`config.mk`:
```
export PLATFORM = sky130hd
export DESIGN_NAME = clk_enable_dds
export DESIGN_NICKNAME = d
export VERILOG_FILES = /design/src/rtl/clk_enable_dds.sv
export SDC_FILE = /design/constraint.sdc
export NUM_CORES = 1
export LEC_CHECK = 0
export CAP_MARGIN = 20
export CORE_UTILIZATION = 35
export DETAILED_ROUTE_END_ITERATION = 7
export GPL_ROUTABILITY_DRIVEN = 1
export SYNTH_ARGS = -nofsm -noshare
export SYNTH_HDL_FRONTEND = slang
export SYNTH_SLANG_ARGS = --single-unit
```
`constraint.sdc`:
```
create_clock -name clkin -period 10.2 [get_ports clkin]
set_input_delay 1.53 -clock clkin [delete_from_list [all_inputs] [get_ports clkin]]
set_output_delay 1.53 -clock clkin [all_outputs]
set_load 0.02 [all_outputs]
```
`src/rtl/clk_enable_dds.sv`:
```
// Multi-channel phase-accumulator clock-enable generator: each channel emits a one-cycle
// strobe on accumulator carry, with runtime retune (applied at a period boundary), pause and turbo.
module clk_enable_dds #(
    parameter int          CHANNELS  = 4,
    parameter int          ACC_W     = 32,
    parameter logic [31:0] INC_RESET = 32'h11EB851F,
    parameter int          SEL_W     = (CHANNELS > 1) ? $clog2(CHANNELS) : 1
) (
    input  logic                  clkin,
    input  logic                  RESET_N,
    input  logic                  inc_wr,
    input  logic [SEL_W-1:0]      inc_sel,
    input  logic [ACC_W-1:0]      inc_data,
    output logic                  inc_busy,
    input  logic [CHANNELS-1:0]   pause,
    input  logic [2*CHANNELS-1:0] turbo,
    output logic [CHANNELS-1:0]   ce,
    output logic [CHANNELS-1:0]   phase
);

    localparam logic [ACC_W-1:0] INC_INIT = INC_RESET[ACC_W-1:0];

    typedef enum logic [1:0] {
        IDLE,
        PENDING,
        APPLIED
    } wrState_e;

    wrState_e            state_q, state_d;
    logic [SEL_W-1:0]    pendSel_q, pendSel_d;
    logic [ACC_W-1:0]    pendData_q, pendData_d;

    logic [ACC_W-1:0]    acc_q [CHANNELS];
    logic [ACC_W-1:0]    acc_d [CHANNELS];
    logic [ACC_W-1:0]    inc_q [CHANNELS];
    logic [ACC_W-1:0]    inc_d [CHANNELS];
    logic [CHANNELS-1:0] ce_q, ce_d;
    logic [CHANNELS-1:0] phase_q, phase_d;

    logic [ACC_W+2:0]    shifted [CHANNELS];
    logic [ACC_W-1:0]    effInc  [CHANNELS];
    logic [ACC_W:0]      sum     [CHANNELS];
    logic                selOk;

    assign selOk    = (32'(inc_sel) < 32'(CHANNELS));
    assign inc_busy = (state_q != IDLE);
    assign ce       = ce_q;
    assign phase    = phase_q;

    // Turbo shifts the increment left; any bit pushed past the MSB saturates to all ones.
    always_comb begin
        for (int i = 0; i < CHANNELS; i++) begin
            shifted[i] = {3'b000, inc_q[i]} << turbo[2*i +: 2];
            effInc[i]  = (|shifted[i][ACC_W+2:ACC_W]) ? {ACC_W{1'b1}} : shifted[i][ACC_W-1:0];
            sum[i]     = {1'b0, acc_q[i]} + {1'b0, effInc[i]};
            acc_d[i]   = acc_q[i];
            ce_d[i]    = 1'b0;
            phase_d[i] = phase_q[i];
            if (!pause[i]) begin
                acc_d[i]   = sum[i][ACC_W-1:0];
                ce_d[i]    = sum[i][ACC_W];
                phase_d[i] = sum[i][ACC_W-1];
            end
        end
    end

    // A pending increment lands on the carrying edge so the current period finishes at the old rate;
    // a stopped or paused target has no period to finish, so it is loaded straight away.
    always_comb begin
        state_d    = state_q;
        pendSel_d  = pendSel_q;
        pendData_d = pendData_q;
        inc_d      = inc_q;
        case (state_q)
            IDLE: begin
                if (inc_wr && selOk) begin
                    pendSel_d  = inc_sel;
                    pendData_d = inc_data;
                    state_d    = PENDING;
                end
            end
            PENDING: begin
                if (ce_d[pendSel_q] || pause[pendSel_q] || (inc_q[pendSel_q] == '0)) begin
                    inc_d[pendSel_q] = pendData_q;
                    state_d          = APPLIED;
                end
            end
            APPLIED: state_d = IDLE;
            default: state_d = IDLE;
        endcase
    end

    always_ff @(posedge clkin or negedge RESET_N) begin
        if (!RESET_N) begin
            acc_q      <= '{default: '0};
            inc_q      <= '{default: INC_INIT};
            ce_q       <= '0;
            phase_q    <= '0;
            state_q    <= IDLE;
            pendSel_q  <= '0;
            pendData_q <= '0;
        end else begin
            acc_q      <= acc_d;
            inc_q      <= inc_d;
            ce_q       <= ce_d;
            phase_q    <= phase_d;
            state_q    <= state_d;
            pendSel_q  <= pendSel_d;
            pendData_q <= pendData_d;
        end
    end

endmodule

```
# Word-level counts from Yosys, hierarchy flattened

Index checks and enable logic that the tools add are counted.

Flip-flop bits (word level): 300
Bits of input ports: 49
Output and inout bits: 9
Logic and storage cells: 65

Add/subtract/negate cells: 4
Order comparisons: 3
Equality and inequality tests: 3
Shift-type cells: 4
Multiplexer cells: 21
Bitwise operators: 1
Reductions and logical operators: 13

Operator list:

| cell                                                       | number |
|---|---|
| 2-to-1 mux 32 bit                                          | 7 |
| left shift 32 x 2 -> 35 bit                                | 4 |
| adder 32 x 32 -> 33 bit                                    | 4 |
| bitwise mux 128 bit                                        | 1 |
| binary-select mux 32 bit (select 2 bit)                    | 1 |
| demux 32 bit (select 2 bit)                                | 1 |
| zero test 32 bit                                           | 1 |
| OR reduction 3 bit                                         | 4 |
| 2-to-1 mux 1 bit                                           | 6 |
| AND reduction 2 bit                                        | 3 |
| binary-select mux 1 bit (select 2 bit)                     | 2 |
| 2-to-1 mux 2 bit                                           | 2 |
| inequality test 2 bit, second input constant               | 2 |
| one-hot mux 2 bit (2 select lines)                         | 1 |
| >= comparator 3 bit, second input constant                 | 1 |
| less-than comparator 2 x 3 -> 1 bit, second input constant | 1 |
| less-than comparator 3 x 1 -> 1 bit, second input constant | 1 |
| NOT 2 -> 3 bit                                             | 1 |
| equality test 2 x 1 -> 1 bit, second input constant        | 1 |
| zero test 2 bit                                            | 1 |
| logical OR 1 bit                                           | 2 |
| nonzero test 2 bit                                         | 1 |
| logical AND 1 bit                                          | 1 |

# Depth between registers and ports, before layout

Gate-level depths: netlist of run 1.

Depth in word-level cells: 11
Mapped depth: 20

# Worst setup path after synthesis of run 1

No wires, ideal clock.

Kind: input to register
Start point: input port turbo[6]
End point: register inc_q[26] (netlist bit)
Setup time: 0.125 ns
Arrival: 5.598 ns
Data required time: 10.075 ns
Setup slack: 4.477 ns
Stages: 15
Path buffers: 4
Cell sequence: clkbuf_1 -> buf_1 -> mux4_2 -> nand2b_1 -> ha_1 -> nand2_2 -> or3_4 -> o311ai_2 -> a21oi_1 -> a221o_1 -> nand3b_2 -> and4_1 -> buf_4 -> buf_6 -> mux2_2

Longest elaborated chain between the ends: 10

Ends and longest elaborated chain:

| item                                       | RTL line | source |
|---|---|---|
| start, declared                            | 16       | `input logic [2*CHANNELS-1:0] turbo,` |
| left shift 32 x 2 -> 35 bit (*)            | 53       | `shifted[i] = {3'b000, inc_q[i]} << turbo[2*i +: 2];` |
| OR reduction 3 bit                         | 54       | `effInc[i] = (\|shifted[i][ACC_W+2:ACC_W]) ? {ACC_W{1'b1}} : shifted[i][ACC_W-1:0];` |
| 2-to-1 mux 32 bit (*)                      | 54       |  |
| adder 32 x 32 -> 33 bit (*)                | 55       | `sum[i] = {1'b0, acc_q[i]} + {1'b0, effInc[i]};` |
| 2-to-1 mux 1 bit (*)                       | 59       | `if (!pause[i]) begin` |
| binary-select mux 1 bit (select 2 bit) (*) | 83       | `if (ce_d[pendSel_q] \|\| pause[pendSel_q] \|\| (inc_q[pendSel_q] == '0)) begin` |
| 2-to-1 mux 1 bit (not written as such) (*) | 83       |  |
| logical OR 1 bit (*) (2 in a row)          | 83       |  |
| AND reduction 2 bit (no source line) (*)   | -        |  |
| end signal, assigned                       | 104      | `inc_q <= inc_d;` |
| end, declared                              | 35       | `logic [ACC_W-1:0] inc_q [CHANNELS];` |

Mark *: on every way between the ends. The rest lies on a longest branch, timed or not. The select of a mux whose other input is x is not followed.
A chain may end at the register's enable or synchronous reset.

# Worst setup path after layout of run 1

Start point: input port turbo[3]
End point: register inc_q[7] (netlist bit)

The elaborated chain is that of the path after synthesis.

==> summary.md, run 1 <==
| Metric | Value |
|---|---|
| Placer Congestion | 0.847 |
| EDFF count, synth | 0 |
| Chip width | about 250 um |
| DRT Pass-1 Iters | 5 |
| Slowest-stage cell, CP | buf_2 |
| DR WL/cell | about 18 um |
| Final setup fails | 0 |
| TritonCTS Sinks | approximately 300 |
| Core Footprint | roughly 61000 um^2 |
| Syn_nets | between 2k and 2.5k |
| CP arrival | roughly 6.5 ns |
| Most common cell after layout, fill and taps aside | nand2_1 |
| Fillers | between 5k and 6k |
| Worst clock skew | between 0.015 and 0.02 ns |
| Vias per std cell | 5.51 |
| Final HPWL DP | 39200 um |
| Grt ovf | 0 |
| Final Hold Fails | 0 |
| P&R area growth vs syn | 10.7% |
| Seq/Total Area, Yosys | approximately a third |
| Ys flop type | dfrtp_1 |
| Final slew viol count | 0 |
| Post-Syn Area | 21700 um^2 |
| Mean post-synth cell area | around 9.8 um^2 |
| Commonest non-fill, non-tap cells in the layout | nand2_1, dfrtp_1, o21ai_0, mux2_2, ha_1 |
| Outcome | completed |
| Count of unique library cells instantiated by Yosys | 94 |
| Post-Route Setup TNS | 0 ns |
| # port buffers | 57 |
| Site row count | 90 |
| Iter 0 DRT Violations | slightly above 900 |
| Crit path largest cell delay | between 0.6 and 0.7 ns |
| H-tree Lvls | 2 |
| YS warnings | 0 |
| Family with the most delay on the worst path | buffers and inverters |
| Worst-skew pair later-pin latency | 0.56 ns |
| Hold Buf Count CTS | 0 |
| Vias | 16.6k |
| Endpoint class of the critical path | register |
| Antenna violations before repair | 3 |
| Fin crit share | around three fifths |
| Layout cells sized above 1 | 18.9% |
| DRC viols | 0 |
| All-Layer GR Usage | 17.2% |
| Pin count of the biggest net entering global routing | 183 |
| First-pass GRT wire length | between 80000 and 90000 um |
| Max clock buf depth | 3 |
| RSZ-0062 raised after global routing | no |
| Tmin final | approximately 6.1 ns |
| Yosys reg bits | a little under 300 |
| WP buf/inv | 5 |
| Hold/Removal Path Class | reg -> reg |
| Slew @ Worst Pin | 1.08 ns |
| Quantity of gates resized following cts | 0 |
| Post-Synthesis Cells | ~2.2k |
| Die Y | around 250 um |
| Startpoint types | input port |
| CTS clk-pin slew, worst paths | about 0.060 ns |
| Max transition margin | 27.7% |
| Layout net count | 2383 |
| TritonCTS clock tree | built |
| Starting Density | a little over a third |
| Routed Antenna Nets | 0 |
| # IOs | between 50 and 60 |
| Number of max-cap violations | 0 |
| Number of global-route vias before repair | between 15k and 20k |
| Total wire length | 53700 um |
| Crit Path Class | in -> reg |
| Setup Fix Bufs, Post-CTS | 0 |
| Required @ worst endpoint | approximately 11 ns |
| Critical-path cell list | buf_2 -> inv_1 -> nor2_1 -> a21oi_2 -> buf_4 -> o21ai_0 -> ha_1 -> inv_1 -> fa_1 -> nor2b_1 -> o31ai_2 -> a22oi_1 -> a311o_1 -> o21a_1 -> o2111ai_2 -> nand3b_2 -> and4_1 -> buf_4 -> mux2_2 |
| Clk root buf | clkbuf_16 |
| Inserted Diodes | 0 |
| Fmax | 0.165 GHz |
| Worst-path maximum fanout | 35 |
| Die Area | ~63000 um^2 |
| CTS buffer count | 35 |
| Ys async rst share | 100% |
## worst min-delay path, stage by stage (launching register included)
cell	delay (ns)
dfrtp_1	0.35
nand2_1	0.05
o31ai_1	0.05
## cells in the mapped netlist (all sizes together) (22+ instances only)
library cell  instances  share of area, %
nand2               266               4.6
dfrtp               232                27
mux2                225                12
o21ai               196               4.5
a21oi               128               2.9
ha                  128               7.4
clkbuf               84               1.5
nand2b               78               2.2
mux2i                74               3.4
nor2                 69               1.2
a21o                 68               2.4
dfstp                64               7.7
xor2                 53               2.1
mux4                 41               4.3
inv                  39              0.67
xnor2                39               1.6
buf                  37               1.2
nor4                 34              0.98
a211oi               27              0.96
o21a                 25              0.86
nand3                24              0.55
nor2b                22              0.63
## registers in the layout, summed over array words and instances, names as in the netlist
name / flops
acc_q: 128
ce: 4
inc_q: 128
state_q: 2
pendData_q: 32
pendSel_q: 2
## cell families after synthesis
group	after synthesis	synth area share, %
AOI/OAI and AO/OA	574	16.8
muxes	340	19.8
DFF	296	34.5
adders and majority gates	132	7.74
and+or+nand+nor	614	14.0
xor gates and xnor gates	92	3.71
buffers and inverters	160	3.36
## metrics by stage
stage	instance area, um^2	std cells	setup WS, ns	utilization [%]	hold WS (ns)
global placement	22800	2946	3.76	37.5	0.472
finish	24000	3009	4.14	39.5	0.490
floorplan	21700	2208	4.48	-	0.453
global route	24000	3009	3.74	39.5	0.511
CTS	24000	3009	4.17	39.5	0.493
detailed placement	22800	2947	3.62	37.6	0.476
## area by class of cell
cell class | instances | area [um^2] | area share, %
multi-input combinational | 1752 | 13500 | 56.2
sequential | 296 | 7490 | 31.2
tap | 782 | 978 | 4.07
clock buffer | 42 | 942 | 3.92
timing repair buffer | 78 | 718 | 2.99
clock inverter | 20 | 249 | 1.04
inverter | 39 | 146 | 0.609
## final timing paths
kind	from	endpoint	slack, ns	cells after the start
setup / recovery	turbo[3]	inc_q[7]	4.14	19
hold / removal	acc_q[40]	acc_q[40]	0.49	2
setup reg to reg	inc_q[63]	inc_q[63]	5.46	17
hold reg to reg	acc_q[40]	acc_q[40]	0.49	2
max in group asynchronous	RESET_N	pendData_q[26]	7.24	3
min in group asynchronous	RESET_N	acc_q[37]	0.90	1
## metal layers
layer | vias up | global-route usage (%) | routed length [um]
li1 | 8139 | - | -
met3 | 79 | 2.10 | 1900
met4 | 2 | 6.08 | 1620
met1 | 8107 | 23.4 | 25400
met5 | - | 0 | 9
met2 | 253 | 28.0 | 24800
Power of run 1 is left out: the tool's default activity adds up to more than one toggle a clock period on the data nets, which glitch-free logic cannot reach.
==> run 2: changes to the inputs <==
clock period = 5.8 ns   (was 10.2 ns; I/O delays follow)
==> run 2 against run 1 <==
Against the previous run:
- wire length is 1.3% higher
- die area stayed put
- first-iteration DRC count is 8.4% higher
- global-route usage is 0.12 points higher
- via count is 0.36% higher
- clock skew is 0.00051 ns lower
- hold slack worse by 0.19 ns
- critical path depth is 2 lower
- count of clock-buffer cells in the layout stayed put
- register-to-register slack worse by 4.2 ns
- non-clock buffer count is 8 higher
- flip-flop and latch count stayed put
- largest cell class unchanged
- highest routed layer is now met4
==> summary.md, run 2 (synthesis gave the netlist of run 1 again) <==
| Metric | Value |
|---|---|
| Fillers | 5933 (+0.22%) |
| Clk root buf | clkbuf_16 |
| Final HPWL DP | 39600 um (+1.0%) |
| RSZ-0062 raised after global routing | no |
| H-tree Lvls | 2 (unchanged) |
| Starting Density | 35.7% (unchanged) |
| Hold Buf Count CTS | 0 (unchanged) |
| Total wire length | 54400 um (+1.3%) |
| First-pass GRT wire length | 88500 um (+0.92%) |
| Family with the most delay on the worst path | compound AO/OA/AOI/OAI gates |
| Crit Path Class | in -> reg |
| DR WL/cell | 18.0 um (+0.96%) |
| Area after DPL | 23000 um^2 (+0.54%) |
| Fin crit share | a little over four fifths |
| Area taken by multi-input logic gates | 13500 um^2 (unchanged) |
| Outcome | completed |
| Worst-skew pair later-pin latency | 0.56 ns (about the same) |
| TritonCTS clock tree | built |
| Cell area after layout | 24200 um^2 (+0.86%) |
| Crit path largest cell delay | 0.69 ns (+0.08 ns) |
| Largest regs | acc_q (128), inc_q (128), pendData_q (32) |
| WP buf/inv | 4 (-1) |
| Iter 0 DRT Violations | 995 (+8.4%) |
| Vias | 16.6k (+0.36%) |
| Grt ovf | 0 (unchanged) |
| Endpoint class of the critical path | register |
| Slowest-stage cell, CP | clkdlybuf4s50_1 |
| Max clock buf depth | 3 (unchanged) |
| Max transition margin | 38.8% (+11 points) |
| # port buffers | 57 (unchanged) |
| Sequential Area | 7490 um^2 (unchanged) |
| Pin count of the biggest net entering global routing | 142 (-22%) |
| Commonest non-fill, non-tap cells in the layout | nand2_1, dfrtp_1, o21ai_0, mux2_2, ha_1 |
| P&R area growth vs syn | 11.6% |
| Fin util | 39.9% (+0.34 points) |
| Setup Fix Bufs, Post-CTS | 0 (unchanged) |
| All-Layer GR Usage | 17.3% (+0.12 points) |
| Die Area | 63000 um^2 (unchanged) |
| Most common cell after layout, fill and taps aside | nand2_1 |
| Layout net count | 2392 (+0.38%) |
| Critical-path cell list | clkdlybuf4s50_1 -> a21oi_2 -> o21ai_0 -> ha_1 -> inv_1 -> fa_1 -> nand2b_1 -> a21oi_1 -> o21ai_1 -> a21oi_1 -> a311oi_1 -> o22ai_1 -> buf_4 -> nand2b_1 -> o211ai_2 -> buf_4 -> mux2_2 |
| Vias per std cell | 5.51 (about the same) |
| Routed Antenna Nets | 0 (unchanged) |
| Final setup fails | 0 (unchanged) |
| Min Hold Slack | 0.303 ns (-0.187 ns) |
| DRT Pass-1 Iters | 5 (unchanged) |
| Startpoint types | input port |
| DRC viols | 0 (unchanged) |
| Required @ worst endpoint | 6.25 ns (-4.38 ns) |
| Placer Congestion | 0.851 (+0.47%) |
| Slew @ Worst Pin | 0.919 ns (-0.166 ns) |
| Layout cells sized above 1 | 19.2% (+0.36 points) |
| CP arrival | 5.37 ns (-1.12 ns) |
| Post-Route Setup TNS | 0 ns (unchanged) |
| Core Footprint | 60800 um^2 (unchanged) |
| Antenna violations before repair | 2 (-1) |
| CTS buffer count | 36 (+2.9%) |
| CTS clk-pin slew, worst paths | 0.07 ns (about the same) |
| Final slew viol count | 0 (unchanged) |
| Worst-path maximum fanout | 32 (-8.6%) |
| Quantity of gates resized following cts | 0 (unchanged) |
| Worst clock skew | 0.0155 ns (-0.000514 ns) |
| Site row count | 90 (unchanged) |
| Number of global-route vias before repair | 16.3k (+0.78%) |
| Number of max-cap violations | 0 (unchanged) |
| Hold/Removal Path Class | in -> async |
| Tmin final | slightly below 5 ns |
| # IOs | 58 (unchanged) |
| Fmax | ~0.20 GHz |
| Die Y | 251 um (unchanged) |
| Final Hold Fails | 0 (unchanged) |
| Chip width | 251 um (unchanged) |
| TritonCTS Sinks | 296 (unchanged) |
-- run 2: per-layer routing --
metal	vias to the layer above	global-route usage, %	part of all wire [%]
met5	-	0	0
met3	87	2.46	3.3
met2	259	28.1	46
li1	8155	-	-
met1	8139	23.7	48
met4	0	5.35	3.1
-- run 2: worst paths after layout --
path	startpoint	endpoint	slack [ns]	depth (start not counted)
max	turbo[0]	inc_q[105]	0.87	17
max in group asynchronous	RESET_N	acc_q[82]	4.06	2
min reg2reg	acc_q[44]	acc_q[44]	0.49	2
min	RESET_N	acc_q[48]	0.30	1
min in group clkin	acc_q[44]	acc_q[44]	0.49	2
max reg2reg	inc_q[127]	inc_q[105]	1.24	18
-- run 2: final cells by class --
class,count,share of cell area (%)
Inverter,39,0.604
Timing Repair Buffer,86,3.47
Multi-Input combinational cell,1752,55.7
Clock inverter,22,1.27
Clock buffer,42,3.98
Tap cell,782,4.04
Sequential cell,296,30.9
Antenna cell,1,0.0103
-- run 2: per-stage QoR --
step                      std cells  setup WS (ns)
final                          3020          0.873
after floorplan                2208          0.737
after global routing           3019          0.517
after CTS                      3019          0.887
after detailed placement       2955          0.306
after global placement         2954          0.382
Power of run 2 is left out for the same reason.
